===== src/rtl/knn_topk_stream_selector.sv =====
// knn_topk_stream_selector: streaming top-K (distance, type) selector with a sorted register list.
// Optional macro KNN_TOPK_VOTE_EN adds a registered majority-vote output vote_type.
`default_nettype none

module knn_topk_stream_selector #(
  parameter int L      = 2,
  parameter int W      = 16,
  parameter int TYPE_W = 3
) (
  input  logic                  clk,
  input  logic                  rst,
  input  logic                  in_valid,
  output logic                  in_ready,
  input  logic                  in_last,
  input  logic                  ascending,
  input  logic [W-1:0]          in_key,
  input  logic [TYPE_W-1:0]     in_type,
  output logic                  out_valid,
  input  logic                  out_ready,
  output logic [W*(1<<L)-1:0]   out_key,
  output logic [TYPE_W*(1<<L)-1:0] out_type,
`ifdef KNN_TOPK_VOTE_EN
  output logic [TYPE_W-1:0]     vote_type,
`endif
  output logic [L:0]            out_count
);

  localparam int K = 1 << L;

  typedef enum logic {
    ACCUM = 1'b0,
    HOLD  = 1'b1
  } state_t;

  state_t                        state_q, state_d;
  logic [K-1:0][W-1:0]           key_q, key_d, key_sh;
  logic [K-1:0][TYPE_W-1:0]      type_q, type_d, type_sh;
  logic [L:0]                    count_q, count_d;
  logic                          first_q, first_d;
  logic                          mode_q, mode_d;

  logic                          mode_cur;
  logic                          accept;
  logic [W-1:0]                  fill_key;
  logic [K-1:0]                  worse, prev_worse;

  assign in_ready  = (state_q == ACCUM) & rst;
  assign out_valid = (state_q == HOLD);
  assign out_key   = key_q;
  assign out_type  = type_q;
  assign out_count = count_q;

  assign accept   = in_valid & in_ready;
  assign mode_cur = first_q ? ascending : mode_q;
  assign fill_key = mode_cur ? {W{1'b1}} : {W{1'b0}};
  assign key_sh   = {key_q[K-2:0], {W{1'b0}}};
  assign type_sh  = {type_q[K-2:0], {TYPE_W{1'b0}}};

  // Entries are packed best-first, so empties sit at the tail and worse[] is monotonic.
  always_comb begin
    worse = '0;
    for (int i = 0; i < K; i++) begin
      if (count_q <= (L+1)'(i)) begin
        worse[i] = 1'b1;
      end else if (mode_cur) begin
        worse[i] = key_q[i] > in_key;
      end else begin
        worse[i] = key_q[i] < in_key;
      end
    end
    prev_worse = {worse[K-2:0], 1'b0};
  end

  always_comb begin
    state_d = state_q;
    key_d   = key_q;
    type_d  = type_q;
    count_d = count_q;
    first_d = first_q;
    mode_d  = mode_q;
    case (state_q)
      ACCUM: begin
        if (accept) begin
          first_d = 1'b0;
          mode_d  = mode_cur;
          for (int i = 0; i < K; i++) begin
            if (first_q && i != 0) begin
              key_d[i]  = fill_key;
              type_d[i] = '0;
            end else if (worse[i] && !prev_worse[i]) begin
              key_d[i]  = in_key;
              type_d[i] = in_type;
            end else if (worse[i]) begin
              key_d[i]  = key_sh[i];
              type_d[i] = type_sh[i];
            end
          end
          if (count_q != (L+1)'(K)) begin
            count_d = count_q + (L+1)'(1);
          end
          if (in_last) begin
            state_d = HOLD;
          end
        end
      end
      HOLD: begin
        if (out_ready) begin
          state_d = ACCUM;
          key_d   = '0;
          type_d  = '0;
          count_d = '0;
          first_d = 1'b1;
        end
      end
      default: state_d = ACCUM;
    endcase
  end

  always_ff @(posedge clk or negedge rst) begin
    if (!rst) begin
      state_q <= ACCUM;
      key_q   <= '0;
      type_q  <= '0;
      count_q <= '0;
      first_q <= 1'b1;
      mode_q  <= 1'b1;
    end else begin
      state_q <= state_d;
      key_q   <= key_d;
      type_q  <= type_d;
      count_q <= count_d;
      first_q <= first_d;
      mode_q  <= mode_d;
    end
  end

`ifdef KNN_TOPK_VOTE_EN
  localparam int NB = 1 << TYPE_W;

  logic [NB-1:0][L:0]  hist;
  logic [L:0]          best;
  logic [TYPE_W-1:0]   win;
  logic [TYPE_W-1:0]   vote_q, vote_d;

  // Vote is taken over the next-state list so it lands in the same edge as out_valid.
  always_comb begin
    hist = '0;
    for (int i = 0; i < K; i++) begin
      if (count_d > (L+1)'(i)) begin
        hist[type_d[i]] = hist[type_d[i]] + (L+1)'(1);
      end
    end
    best = '0;
    win  = '0;
    for (int b = 0; b < NB; b++) begin
      if (hist[b] > best) begin
        best = hist[b];
        win  = TYPE_W'(b);
      end
    end
    vote_d = vote_q;
    if (state_q == ACCUM && state_d == HOLD) begin
      vote_d = win;
    end
  end

  always_ff @(posedge clk or negedge rst) begin
    if (!rst) begin
      vote_q <= '0;
    end else begin
      vote_q <= vote_d;
    end
  end

  assign vote_type = vote_q;
`endif

endmodule

`default_nettype wire

===== config.mk =====
export PLATFORM = sky130hd
export DESIGN_NAME = knn_topk_stream_selector
export DESIGN_NICKNAME = d
export VERILOG_FILES = /design/src/rtl/knn_topk_stream_selector.sv
export SDC_FILE = /design/constraint.sdc
export NUM_CORES = 1
export LEC_CHECK = 0
export CORE_MARGIN = 5
export CORE_UTILIZATION = 35
export CTS_CLUSTER_SIZE = 30
export DETAILED_ROUTE_END_ITERATION = 10
export PLACE_DENSITY = 0.66
export SLEW_MARGIN = 10
export SYNTH_ARGS = -nofsm -noshare
export SYNTH_HDL_FRONTEND = slang
export SYNTH_SLANG_ARGS = --single-unit

===== constraint.sdc =====
create_clock -name clk -period 4.41 [get_ports clk]
set_clock_uncertainty 0.1 [all_clocks]
set_input_delay 1.1025 -clock clk [delete_from_list [all_inputs] [get_ports clk]]
set_output_delay 1.1025 -clock clk [all_outputs]
set_load 0.01 [all_outputs]

Yosys cells after proc, flatten, opt, wreduce, memory -nomap -nowiden
Cells that the tools add are included.
- register bits: 82
- input bits: 25
- logic and storage cells: 96
- bitwise operators: 3
- $lt $le $gt $ge: 12
- add/sub/neg operators: 1
- eq/ne operators: 8
- multiplexer cells: 47
- reduce and logical (&&, ||, !) cells: 13
- operator list (kind ; number):
    16-bit 2-to-1 mux ; 11
    64-bit 2-to-1 mux ; 2
    64-bit one-hot mux with 2 select lines ; 1
    16-bit > comparator ; 4
    16-bit < comparator ; 4
    3-bit 2-to-1 mux ; 13
    12-bit 2-to-1 mux ; 2
    12-bit one-hot mux with 2 select lines ; 1
    3-bit AND reduction ; 5
    1-bit 2-to-1 mux ; 14
    4-bit by 3-bit != test with 1-bit output, second input constant ; 3
    3-bit by 1-bit <= comparator with 1-bit output, second input constant ; 2
    3-bit by 2-bit <= comparator with 1-bit output, second input constant ; 2
    2-bit != test, second input constant ; 3
    3-bit one-hot mux with 2 select lines ; 1
    1-bit one-hot mux with 2 select lines ; 2
    2-bit AND reduction ; 2
    3-bit by 1-bit adder with 3-bit output, second input constant ; 1
    1-bit logical AND ; 3
    1-bit zero test ; 3
    3-bit != test, second input constant ; 1
    1-bit bitwise AND ; 2
    2-bit by 1-bit != test with 1-bit output, second input constant ; 1
    1-bit NOT ; 1

Depth between registers and ports, before layout
Gate-level depths: netlist (run 1).
- depth after elaboration: 9
- depth in mapped cells: 12
- gate-level depth less buffers: 10

Worst setup path before layout (run 1)
OpenSTA, ideal clock, no wires.
- path kind: input port to flip-flop
- from: input port in_key[15]
- to: register key_q (netlist bit out_key[41])
- stages on the path: 12
- required time: 4.186 ns
- setup time: 0.124 ns
- slack: 0.710 ns
- data arrival time: 3.476 ns
- buffers on the path: 2
- cells stage by stage: inv_1 -> ha_1 -> nand4_2 -> nor4_2 -> o21ai_1 -> and4_1 -> a211o_1 -> buf_6 -> buf_6 -> mux2_4 -> and3_1 -> a211o_1
- longest elaborated chain between the ends: 9
- elaborated cells on any way between the ends: 16
- RTL lines (element ; line ; text):
    from (decl) ; 16 ; input logic [W-1:0] in_key,
    16-bit < comparator / 16-bit > comparator (equally long branches) ; 68, 66 ;
    1-bit 2-to-1 mux ; 65 ; end else if (mode_cur) begin
    1-bit 2-to-1 mux ; 63 ; if (count_q <= (L+1)'(i)) begin
    1-bit zero test ; 90 ; end else if (worse[i] && !prev_worse[i]) begin
    1-bit logical AND ; 90 ;
    16-bit 2-to-1 mux ; 90 ;
    16-bit 2-to-1 mux ; 87 ; if (first_q && i != 0) begin
    64-bit 2-to-1 mux ; 83 ; if (accept) begin
    64-bit one-hot mux with 2 select lines ; 81 ; case (state_q)
    to (signal assigned) ; 129 ; key_q <= key_d;
    to (decl) ; 36 ; logic [K-1:0][W-1:0] key_q, key_d, key_sh;
Parallel ways exist; a longest one is shown, timed or not. The select of a mux whose other input is x is not followed.
A chain may end at the register's enable or synchronous reset.

Final worst setup path (run 1)
- from: input port in_key[15]
- to: register key_q (netlist bit out_key[21])
The elaborated chain is that of the path after synthesis.

==> reports/qor.tcl, run 1 <==
set qor(synth.avg_cell_area_um2) 9.67
set qor(hold_removal_path_class) {flop to flop}
set qor(cp_data_required_time_ns) 4.54
set qor(share_of_the_synthesized_area_in_the_top_cell_type_pct) 36.3
set qor(first_pass_iters) 5
set qor(grt.overflow.total) 0
set qor(syn_inst) 570
set qor(final_core_util_pct) 48.3
set qor(post_synthesis_sequential_element_count) 82
set qor(worstSetupPathType) {input pin to flop}
set qor(ys_async_sr_fraction_pct) 100
set qor(cp_data_arrival_time_ns) 4.39
set qor(stdcell_count) 917
set qor(n_diodes) 0
set qor(finalWorstSetupSlack_ns) 0.146
set qor(die_w_um) 135
set qor(timing.critical_path.from_type) {input pin}
set qor(synth_cell_type_count) 43
set qor(vias_per_cell) 5.54
set qor(hold_viol) 0
set qor(tritoncts_num_sinks) 82
set qor(hold_slack_ns) 0.383
set qor(gpl.final_weighted_congestion) 0.913
set qor(setup.worst_path.end_class) {flop}
set qor(synth_edf_count) 0
set qor(placeable_core_region_um2) 15300
set qor(fill_cells) 1440
set qor(grt_first_pass_wirelength_mm) 29.2
set qor(drt-wirelength-per-cell_um) 20.1
set qor(cap_violations) 0
set qor(rsz0062_at_grt) {no}
set qor(leakagePower_uw) 0.00362
set qor(dp_cells) 901
set qor(clock_pin_transition_on_the_worst_setup_and_hold_timing_paths_ns) 0.07
set qor(groute.usage.overall_pct) 20.4
set qor(std_cell_rows) 45
set qor(floorplan_die_height_um) 135
set qor(antenna_found_initial) 0
set qor(powerDensity_nw_per_um2) 739
set qor(drt_iter0_drc) 525
set qor(post-layout-total-power_uw) 5470
set qor(worst-slew-pin-transition_ns) 0.706
set qor(cts_htree_levels) 3
set qor(dp_hpwl_mm) 13.8
set qor(port_buffers) 105
set qor(detail-route-antenna-nets) 0
set qor(postSynth.topFlopCell) {sky130_fd_sc_hd__dfrtp_1}
set qor(synth_area_leader_cell) {sky130_fd_sc_hd__dfrtp_1}
set qor(multiInputGateArea_um2) 3230
set qor(yosys_warnings) 0
set qor(synth.cell_area_um2) 5510
set qor(synthTopCellsByArea) {sky130_fd_sc_hd__dfrtp_1, sky130_fd_sc_hd__ha_1, sky130_fd_sc_hd__a21oi_1}
set qor(max_slew_margin_pct) 53.0
set qor(post-cts-setup-buffer-count) 0
set qor(floorplan.io_pins) 106
set qor(vias) 5083
set qor(die_area_um2) 18400
set qor(largest_fanout_of_any_net_on_the_critical_path) 12
set qor(worst_skew_late_latency_ns) 0.35
set qor(synth_top_cells_by_count) {sky130_fd_sc_hd__dfrtp_1, sky130_fd_sc_hd__ha_1, sky130_fd_sc_hd__nand2_1}
set qor(synth_sequential_area_ratio_pct) 37.3
set qor(cts_tree) {built}
set qor(max_clock_freq_ghz) 0.235
set qor(cts_buf_count) 9
set qor(period_minus_slack_ns) 4.26
set qor(place_worst_setup_slack_ns) -0.253
set qor(drc) 0
set qor(number_of_global_route_vias_before_repair) 5145
set qor(final-seq-area_um2) 2050
set qor(start_util_pct) 36.0
set qor(grt_start_max_net_pins) 54
set qor(clock_tree.buffer_depth) 2
set qor(layout_worst_path_cycle_share_pct) 96.7
set qor(synthMostInstantiatedCell) {sky130_fd_sc_hd__dfrtp_1}
set qor(outcome) {complete, no violations}
set qor(post_route_cells_drive_above_1_share_pct) 14.0
set qor(setup_violations) 0
set qor(clk_tree_root_cell) {sky130_fd_sc_hd__clkbuf_16}
set qor(worst_voltage_drop_across_the_vdd_grid_mv) 0.284
set qor(maxSlewViolCount) 0
set qor(syn_nets) 664
set qor(total_number_of_nets_in_the_final_design) 795
set qor(drt-total-wl_mm) 18.5
set qor(layout-area-overhead-vs-synth_pct) 34.4
==> cell usage in the layout (no fill, tap or decap), types with 4 or more instances in the layout <==
cell / count
sky130_fd_sc_hd__a211o_1: 17
sky130_fd_sc_hd__a21oi_1: 53
sky130_fd_sc_hd__a221o_1: 13
sky130_fd_sc_hd__and2_1: 5
sky130_fd_sc_hd__and3_1: 20
sky130_fd_sc_hd__buf_4: 45
sky130_fd_sc_hd__clkbuf_16: 9
sky130_fd_sc_hd__clkdlybuf4s50_1: 104
sky130_fd_sc_hd__dfrtp_1: 80
sky130_fd_sc_hd__ha_1: 69
sky130_fd_sc_hd__inv_1: 27
sky130_fd_sc_hd__mux2_2: 23
sky130_fd_sc_hd__mux2_4: 7
sky130_fd_sc_hd__mux2i_1: 24
sky130_fd_sc_hd__nand2_1: 69
sky130_fd_sc_hd__nand3_1: 4
sky130_fd_sc_hd__nand4_1: 11
sky130_fd_sc_hd__nor2_1: 16
sky130_fd_sc_hd__nor2b_1: 4
sky130_fd_sc_hd__o21ai_0: 52
sky130_fd_sc_hd__or3_1: 4
==> sequential cells by signal (all words and copies together), names as in the netlist <==
| signal | cells |
|---|---|
| first_q | 1 |
| mode_q | 1 |
| out_count | 3 |
| out_key | 64 |
| out_type | 12 |
| out_valid | 1 |
==> routing by layer <==
layer	share of wire, %	vias to the layer above	global-route usage [%]
li1	-	2359	-
met1	46	2523	28.3
met4	1.4	0	5.82
met2	47	178	32.8
met5	0	-	0
met3	5.9	23	3.42
==> critical path: stages <==
cell and delay (ns):
sky130_fd_sc_hd__clkdlybuf4s50_1 0.49, sky130_fd_sc_hd__inv_1 0.10, sky130_fd_sc_hd__ha_1 0.33, sky130_fd_sc_hd__nand4_1 0.22
sky130_fd_sc_hd__nor4_2 0.45, sky130_fd_sc_hd__o21ai_0 0.15, sky130_fd_sc_hd__nand4_1 0.13, sky130_fd_sc_hd__mux2i_1 0.23
sky130_fd_sc_hd__and3_1 0.28, sky130_fd_sc_hd__buf_4 0.24, sky130_fd_sc_hd__mux2_2 0.35, sky130_fd_sc_hd__a221o_1 0.30
==> stage by stage <==
| step | cell area (um2) | TNS [ns] |
|---|---|---|
| 6_report | 7400 | 0 |
| 5_1_grt | 7400 | 0 |
| 4_1_cts | 7400 | 0 |
| 3_5_place_dp | 7060 | -2.53 |
| 3_3_place_gp | 7060 | -1.58 |
| 2_1_floorplan | 5510 | 0 |
==> cell families after synthesis <==
logic type / share of synthesized area [%]
buf+inv: 4.41
simple gates: 12.5
compound gates: 18.7
mux: 11.4
flops: 37.3
fa+ha+maj: 15.7
==> what timing repair did <==
action,in CTS,in global routing
hold buffers,0,0
gates resized for setup,0,1
endpoints found under the setup margin,0,3
==> area by class of cell <==
class / instances / share of cell area, %
clock inverters: 5 / 1.39
multi-input cells: 430 / 43.6
well taps: 211 / 3.57
clock buffers: 11 / 3.14
inverters: 27 / 1.37
repair buffers: 151 / 19.2
flip-flops and latches: 82 / 27.7
==> path summary, 6_finish.rpt <==
check,start,to,slack (ns),cells after the start
setup / recovery,in_key[15],out_key[21]$_DFFE_PN0P_,0.15,12
hold / removal,out_type[10]$_DFFE_PN0P_,out_type[10]$_DFFE_PN0P_,0.38,2
setup reg to reg,out_key[15]$_DFFE_PN0P_,out_key[21]$_DFFE_PN0P_,1.08,10
hold reg to reg,out_type[10]$_DFFE_PN0P_,out_type[10]$_DFFE_PN0P_,0.38,2
max in group asynchronous,rst,out_key[28]$_DFFE_PN0P_,2.40,3
min in group asynchronous,rst,out_key[62]$_DFFE_PN0P_,0.73,2
==> where the power goes <==
group	switching, uW	leakage (uW)	internal (uW)
sequential	449	0.00107	1100
clock	319	0.000160	553
combinational	1400	0.00239	1650
total	2170	0.00362	3300
Power figures use the tool's default switching activity.
==> run 2: changes to the inputs <==
Settings changed: CAP_MARGIN set to 20, CORE_MARGIN 5 to 4.
==> reports/qor.tcl, run 2 (synthesized netlist as in run 1, its figures left out) <==
set qor(rsz0062_at_grt) {no}
set qor(layout-area-overhead-vs-synth_pct) 34.1
set qor(netSwitchingFraction_pct) 39.5 ;# -0.24 points
set qor(place_worst_setup_slack_ns) -0.113 ;# +0.140 ns
set qor(mostFrequentLayoutCell) {sky130_fd_sc_hd__clkdlybuf4s50_1}
set qor(worst-slew-pin-transition_ns) 0.672 ;# -0.0333 ns
set qor(layout_worst_path_cycle_share_pct) 95.1 ;# -1.6 points
set qor(largest_reg_flops) 64 ;# unchanged
set qor(outcome) {complete, no violations}
set qor(dp_hpwl_mm) 13.4 ;# -2.7%
set qor(maxSlewViolCount) 0 ;# unchanged
set qor(clock_tree.buffer_depth) 2 ;# unchanged
set qor(port_buffers) 105 ;# unchanged
set qor(final.setup.tns_ns) 0 ;# unchanged
set qor(cts_buf_count) 9 ;# unchanged
set qor(share_seq_of_total_power_pct) 28.5 ;# +0.2 points
set qor(hold_viol) 0 ;# unchanged
set qor(cp_data_arrival_time_ns) 4.33 ;# -0.06 ns
set qor(cts_tree) {built}
set qor(grt.overflow.total) 0 ;# unchanged
set qor(power_switching_uw) 2140 ;# -1.5%
set qor(cap_violations) 0 ;# unchanged
set qor(timing.critical_path.from) {in_key[9]}
set qor(max_clock_freq_ghz) 0.239 ;# +1.7%
set qor(grt_start_max_net_pins) 51 ;# -5.6%
set qor(floorplan.io_pins) 106 ;# unchanged
set qor(worst_skew_late_latency_ns) 0.36 ;# about the same
set qor(grt_first_pass_wirelength_mm) 28.2 ;# -3.6%
set qor(die_area_um2) 17800 ;# -2.9%
set qor(number_of_global_route_vias_before_repair) 5195 ;# +0.97%
set qor(largest_fanout_of_any_net_on_the_critical_path) 13 ;# +1
set qor(worstSetupPathType) {input pin to flop}
set qor(post-cts-setup-buffer-count) 0 ;# unchanged
set qor(dp_cells) 899 ;# -0.22%
set qor(final_cell_mix) {sky130_fd_sc_hd__clkdlybuf4s50_1, sky130_fd_sc_hd__dfrtp_1, sky130_fd_sc_hd__nand2_1, sky130_fd_sc_hd__ha_1, sky130_fd_sc_hd__a21oi_1}
set qor(setup.worst_path.end_class) {flop}
set qor(timing.hold.worst.start) {out_type[9]$_DFFE_PN0P_}
set qor(cp_data_required_time_ns) 4.54 ;# about the same
set qor(leakagePower_uw) 0.00360 ;# -0.34%
set qor(start_util_pct) 36.0 ;# unchanged
set qor(cts.repair.resized) 0 ;# unchanged
set qor(timing.critical_path.from_type) {input pin}
set qor(groute.usage.overall_pct) 20.0 ;# -0.34 points
set qor(clock_pin_transition_on_the_worst_setup_and_hold_timing_paths_ns) 0.06 ;# about the same
set qor(detail-route-antenna-nets) 0 ;# unchanged
set qor(finalWorstSetupSlack_ns) 0.218 ;# +0.0719 ns
set qor(pwr-share-clk_pct) 16.2 ;# +0.3 points
set qor(max_slew_margin_pct) 55.0 ;# +2.1 points
set qor(first_pass_iters) 5 ;# unchanged
set qor(std_cell_rows) 45 ;# unchanged
set qor(dpl_cell_area_um2) 7050 ;# -0.21%
set qor(tritoncts_num_sinks) 82 ;# unchanged
set qor(post_route_cells_drive_above_1_share_pct) 13.8 ;# -0.24 points
set qor(p_int_uw) 3280 ;# -0.47%
set qor(gpl.final_weighted_congestion) 0.880 ;# -3.5%
set qor(die_w_um) 133 ;# -1.5%
set qor(hold_path_cell_cnt) 2 ;# unchanged
set qor(design_area_um2) 7390 ;# -0.19%
set qor(antenna_found_initial) 0 ;# unchanged
set qor(setup_violations) 0 ;# unchanged
set qor(powerDensity_nw_per_um2) 734 ;# -0.67%
set qor(worst_voltage_drop_across_the_vdd_grid_mv) 0.260 ;# -8.4%
set qor(hold_removal_path_class) {flop to flop}
set qor(cts_htree_levels) 3 ;# unchanged
set qor(drc) 0 ;# unchanged
set qor(total_number_of_nets_in_the_final_design) 793 ;# -0.25%
set qor(combPwrFrac_pct) 55.3 ;# -0.5 points
set qor(post_cts_hold_buffer_count) 0 ;# unchanged
set qor(stdcell_count) 915 ;# -0.22%
set qor(period_minus_slack_ns) 4.19 ;# -0.0719 ns
set qor(drt_iter0_drc) 356 ;# -32%
set qor(r2r_cells) 11 ;# +1
set qor(clk_tree_root_cell) {sky130_fd_sc_hd__clkbuf_16}
set qor(vias) 5046 ;# -0.73%
set qor(drt-total-wl_mm) 17.9 ;# -3.3%
set qor(worstReg2RegStart) {out_key[41]$_DFFE_PN0P_}
set qor(drt-wirelength-per-cell_um) 19.5 ;# -3.1%
set qor(n_diodes) 0 ;# unchanged
set qor(placeable_core_region_um2) 15300 ;# unchanged
set qor(vias_per_cell) 5.51 ;# -0.51%
set qor(floorplan_die_height_um) 133 ;# -1.5%
run 2: critical path, stage by stage:
cell and delay (ns):
sky130_fd_sc_hd__clkdlybuf4s50_1 0.49, sky130_fd_sc_hd__inv_1 0.10, sky130_fd_sc_hd__ha_1 0.32, sky130_fd_sc_hd__a21o_1 0.18, sky130_fd_sc_hd__nand3_1 0.08, sky130_fd_sc_hd__a21oi_1 0.07, sky130_fd_sc_hd__a2111oi_0 0.58, sky130_fd_sc_hd__buf_4 0.22
sky130_fd_sc_hd__a221oi_1 0.08, sky130_fd_sc_hd__or3_1 0.41, sky130_fd_sc_hd__buf_4 0.22, sky130_fd_sc_hd__and3_1 0.19, sky130_fd_sc_hd__a211o_1 0.27
run 2: path summary, 6_finish.rpt:
path | slack, ns | endpoint
max in group asynchronous | 2.44 | out_key[30]$_DFFE_PN0P_
hold reg to reg | 0.39 | out_type[9]$_DFFE_PN0P_
setup / recovery | 0.22 | out_key[43]$_DFFE_PN0P_
setup reg to reg | 1.15 | out_key[43]$_DFFE_PN0P_
hold / removal | 0.39 | out_type[9]$_DFFE_PN0P_
min in group asynchronous | 0.74 | out_key[60]$_DFFE_PN0P_
run 2: power groups by stage:
stage | Combinational [uW] | Sequential [uW] | Clock (uW)
floorplan | 1570 | 1550 | 0
global placement | 2920 | 1540 | 0
detailed placement | 2980 | 1550 | 0
CTS | 3010 | 1540 | 888
global route | 3260 | 1590 | 918
finish | 3000 | 1550 | 877
run 2: metal layers:
metal	GRT usage, %	vias to the layer above	wire length [um]
li1	-	2355	-
met1	26.2	2513	8180
met2	32.6	145	8430
met3	4.68	33	884
met4	6.97	0	365
met5	0	-	0
run 2: final cells by class:
| cell class | instances | area (um2) |
|---|---|---|
| sequential | 82 | 2050 |
| clock inverter | 6 | 114 |
| timing repair buffer | 149 | 1400 |
| clock buffer | 10 | 229 |
| multi-input combinational | 430 | 3220 |
| tap | 211 | 264 |
| inverter | 27 | 101 |
| fill | 1447 | 7920 |
run 2: through the flow:
step	hold WS [ns]	power (uW)	util [%]
after global placement	0.370	4460	46.0
after global routing	0.419	5770	48.3
after CTS	0.389	5440	48.3
after floorplan	0.381	3120	-
final	0.385	5420	48.3
after detailed placement	0.374	4530	46.0
==> run 3: changes to the inputs <==
Settings changed: PLACE_DENSITY 0.66 to 0.63, REMOVE_ABC_BUFFERS set to 1.
==> reports/qor.tcl, run 3 (synthesized netlist as in run 1, its figures left out) <==
set qor(setup.worst_path.end_class) {flop}
set qor(post_route_cells_drive_above_1_share_pct) 14.7 ;# +0.91 points
set qor(drt_iter0_drc) 287 ;# -19%
set qor(worstPathCellList) {clkdlybuf4s50_1 -> inv_1 -> ha_1 -> nand4_1 -> nor4_2 -> o21ai_0 -> nand4_1 -> mux2i_1 -> and3_1 -> buf_12 -> mux2_1 -> a221o_1}
set qor(largest_fanout_of_any_net_on_the_critical_path) 16 ;# +3
set qor(critical-path-top-cell-by-count) {sky130_fd_sc_hd__nand4_1}
set qor(worst-slew-pin-transition_ns) 0.967 ;# +0.295 ns
set qor(clock_tree.buffer_depth) 2 ;# unchanged
set qor(share_seq_of_total_power_pct) 28.0 ;# -0.5 points
set qor(drt-total-wl_mm) 18.0 ;# +0.91%
set qor(outcome) {complete, no violations}
set qor(gpl.final_weighted_congestion) 0.891 ;# +1.2%
set qor(leakagePower_uw) 0.00364 ;# +0.90%
set qor(rsz0062_at_grt) {no}
set qor(groute.usage.overall_pct) 20.3 ;# +0.31 points
set qor(layout_worst_path_cycle_share_pct) 93.8 ;# -1.2 points
set qor(cp_data_required_time_ns) 4.54 ;# about the same
set qor(largest_reg_flops) 64 ;# unchanged
set qor(grt_first_pass_wirelength_mm) 28.4 ;# +0.71%
set qor(post-layout-total-power_uw) 5440 ;# +0.30%
set qor(die_w_um) 133 ;# unchanged
set qor(cts_buf_count) 9 ;# unchanged
set qor(start_util_pct) 36.0 ;# unchanged
set qor(final_cell_mix) {sky130_fd_sc_hd__clkdlybuf4s50_1, sky130_fd_sc_hd__dfrtp_1, sky130_fd_sc_hd__nand2_1, sky130_fd_sc_hd__ha_1, sky130_fd_sc_hd__a21oi_1}
set qor(grt.overflow.total) 0 ;# unchanged
set qor(crit_buf_inv) 3 ;# -1
set qor(detail-route-antenna-nets) 0 ;# unchanged
set qor(multiInputGateArea_um2) 3240 ;# +0.39%
set qor(dp_hpwl_mm) 13.4 ;# -0.29%
set qor(period_minus_slack_ns) 4.14 ;# -0.0550 ns
set qor(std_cell_rows) 45 ;# unchanged
set qor(pwr-share-clk_pct) 15.5 ;# -0.7 points
set qor(setup_violations) 0 ;# unchanged
set qor(p_int_uw) 3280 ;# -0.16%
set qor(final-seq-area_um2) 2050 ;# unchanged
set qor(placeable_core_region_um2) 15300 ;# unchanged
set qor(floorplan.io_pins) 106 ;# unchanged
set qor(cts_tree) {built}
set qor(tritoncts_num_sinks) 82 ;# unchanged
set qor(hold_viol) 0 ;# unchanged
set qor(finalWorstSetupSlack_ns) 0.273 ;# +0.0550 ns
set qor(worst_skew_late_latency_ns) 0.36 ;# about the same
set qor(max_slew_margin_pct) 35.5 ;# -19 points
set qor(combPwrFrac_pct) 56.5 ;# +1.2 points
set qor(powerDensity_nw_per_um2) 730 ;# -0.42%
set qor(max_clock_freq_ghz) 0.242 ;# +1.3%
set qor(timing.critical_path.max_delay_family) {simple AND/OR/NAND/NOR gates}
set qor(total_number_of_nets_in_the_final_design) 797 ;# +0.50%
set qor(mostFrequentLayoutCell) {sky130_fd_sc_hd__clkdlybuf4s50_1}
set qor(netSwitchingFraction_pct) 39.7 ;# +0.28 points
set qor(number_of_global_route_vias_before_repair) 5078 ;# -2.3%
set qor(drc) 0 ;# unchanged
set qor(clk_tree_root_cell) {sky130_fd_sc_hd__clkbuf_16}
set qor(place_worst_setup_slack_ns) -0.326 ;# -0.213 ns
set qor(post_cts_hold_buffer_count) 0 ;# unchanged
set qor(cts_htree_levels) 3 ;# unchanged
set qor(critPathMaxStageDelay_ns) 0.48 ;# -0.10 ns
set qor(cap_violations) 0 ;# unchanged
set qor(timing.critical_path.from_type) {input pin}
set qor(vias_per_cell) 5.43 ;# -1.6%
set qor(power_switching_uw) 2160 ;# +1.0%
set qor(worstSetupPathType) {input pin to flop}
set qor(vias) 4988 ;# -1.1%
set qor(port_buffers) 105 ;# unchanged
set qor(die_area_um2) 17800 ;# unchanged
set qor(drt-wirelength-per-cell_um) 19.6 ;# +0.47%
set qor(clock_pin_transition_on_the_worst_setup_and_hold_timing_paths_ns) 0.07 ;# about the same
set qor(maxSlewViolCount) 0 ;# unchanged
set qor(floorplan_die_height_um) 133 ;# unchanged
set qor(worst_voltage_drop_across_the_vdd_grid_mv) 0.385 ;# +48%
set qor(first_pass_iters) 5 ;# unchanged
set qor(final.setup.tns_ns) 0 ;# unchanged
set qor(n_diodes) 0 ;# unchanged
set qor(layout-area-overhead-vs-synth_pct) 35.1
set qor(grt_start_max_net_pins) 50 ;# -2.0%
set qor(slowest_stage) {sky130_fd_sc_hd__clkdlybuf4s50_1}
set qor(fill_cells) 1416 ;# -2.1%
set qor(antenna_found_initial) 0 ;# unchanged
set qor(hold_removal_path_class) {flop to flop}
set qor(cp_data_arrival_time_ns) 4.27 ;# -0.06 ns
run 3: changes by cell type in the layout (fill, tap and decap cells not counted):
cell | before | now
sky130_fd_sc_hd__buf_12 | 2 | 4
sky130_fd_sc_hd__inv_6 | 1 | 0
sky130_fd_sc_hd__nor4_2 | 1 | 2
sky130_fd_sc_hd__buf_4 | 43 | 45
sky130_fd_sc_hd__a2111oi_2 | 0 | 1
sky130_fd_sc_hd__clkbuf_1 | 1 | 0
sky130_fd_sc_hd__clkbuf_8 | 0 | 1
sky130_fd_sc_hd__clkinvlp_4 | 2 | 1
sky130_fd_sc_hd__clkinv_2 | 0 | 1
sky130_fd_sc_hd__a2111oi_0 | 1 | 0
sky130_fd_sc_hd__nor4_1 | 2 | 1
sky130_fd_sc_hd__clkinv_4 | 0 | 2
sky130_fd_sc_hd__bufinv_16 | 3 | 2
run 3: worst register-to-register path, delay by kind of cell, from the launching register on:
kind	cells	cell delay, ns
AND/OR/NAND/NOR	4	1.03
multiplexers	2	0.55
AO/OA/AOI/OAI	2	0.49
flip-flops	1	0.44
adder cells (fa/ha/maj)	1	0.33
buffers and inverters	1	0.19
run 3: per-stage QoR:
stage,util (%),cell area (um2),hold slack (ns),instances
4_1_cts,48.5,7430,0.385,919
2_1_floorplan,-,5370,0.381,539
3_5_place_dp,46.4,7100,0.370,903
6_report,48.6,7440,0.382,919
3_3_place_gp,46.4,7100,0.376,903
5_1_grt,48.6,7440,0.424,919
run 3: path summary, 6_finish.rpt:
path                                           from  slack, ns                  endpoint  cells past startpoint
max                                      in_key[15]       0.27   out_key[19]$_DFFE_PN0P_                     12
min                        out_type[10]$_DFFE_PN0P_       0.38  out_type[10]$_DFFE_PN0P_                      2
max reg2reg                 out_key[15]$_DFFE_PN0P_       1.15   out_key[19]$_DFFE_PN0P_                     10
min reg2reg                out_type[10]$_DFFE_PN0P_       0.38  out_type[10]$_DFFE_PN0P_                      2
max in group asynchronous                       rst       2.41   out_type[4]$_DFFE_PN0P_                      3
min in group asynchronous                       rst       0.75   out_key[62]$_DFFE_PN0P_                      2
run 3: final cells by class:
type                            count  area share [%]
Sequential cell                    82            27.6
Tap cell                          211            3.55
Clock inverter                      6            1.21
Inverter                           27            1.36
Clock buffer                       10            3.21
Timing Repair Buffer              153            19.6
Multi-Input combinational cell    430            43.5
run 3: repair_timing:
action	in CTS	in global routing
resized for setup	0	3
endpoints found under the setup margin	0	39
buffers inserted	0	0
run 3: layer usage:
metal  up-vias  GRT usage (%)  part of all wire, %
li1       2373              -                    -
met1      2455           27.6                   46
met2       147           33.3                   47
met3        13           5.21                  5.9
met4         0           3.71                 0.83
met5         -              0                    0
run 3: power by group through the flow:
stage | logic [uW] | registers, uW | clock network [uW]
after floorplan | 1500 | 1550 | 0
after global placement | 2980 | 1510 | 0
after detailed placement | 3050 | 1530 | 0
after CTS | 3070 | 1520 | 858
after global routing | 3350 | 1570 | 887
final | 3070 | 1520 | 845
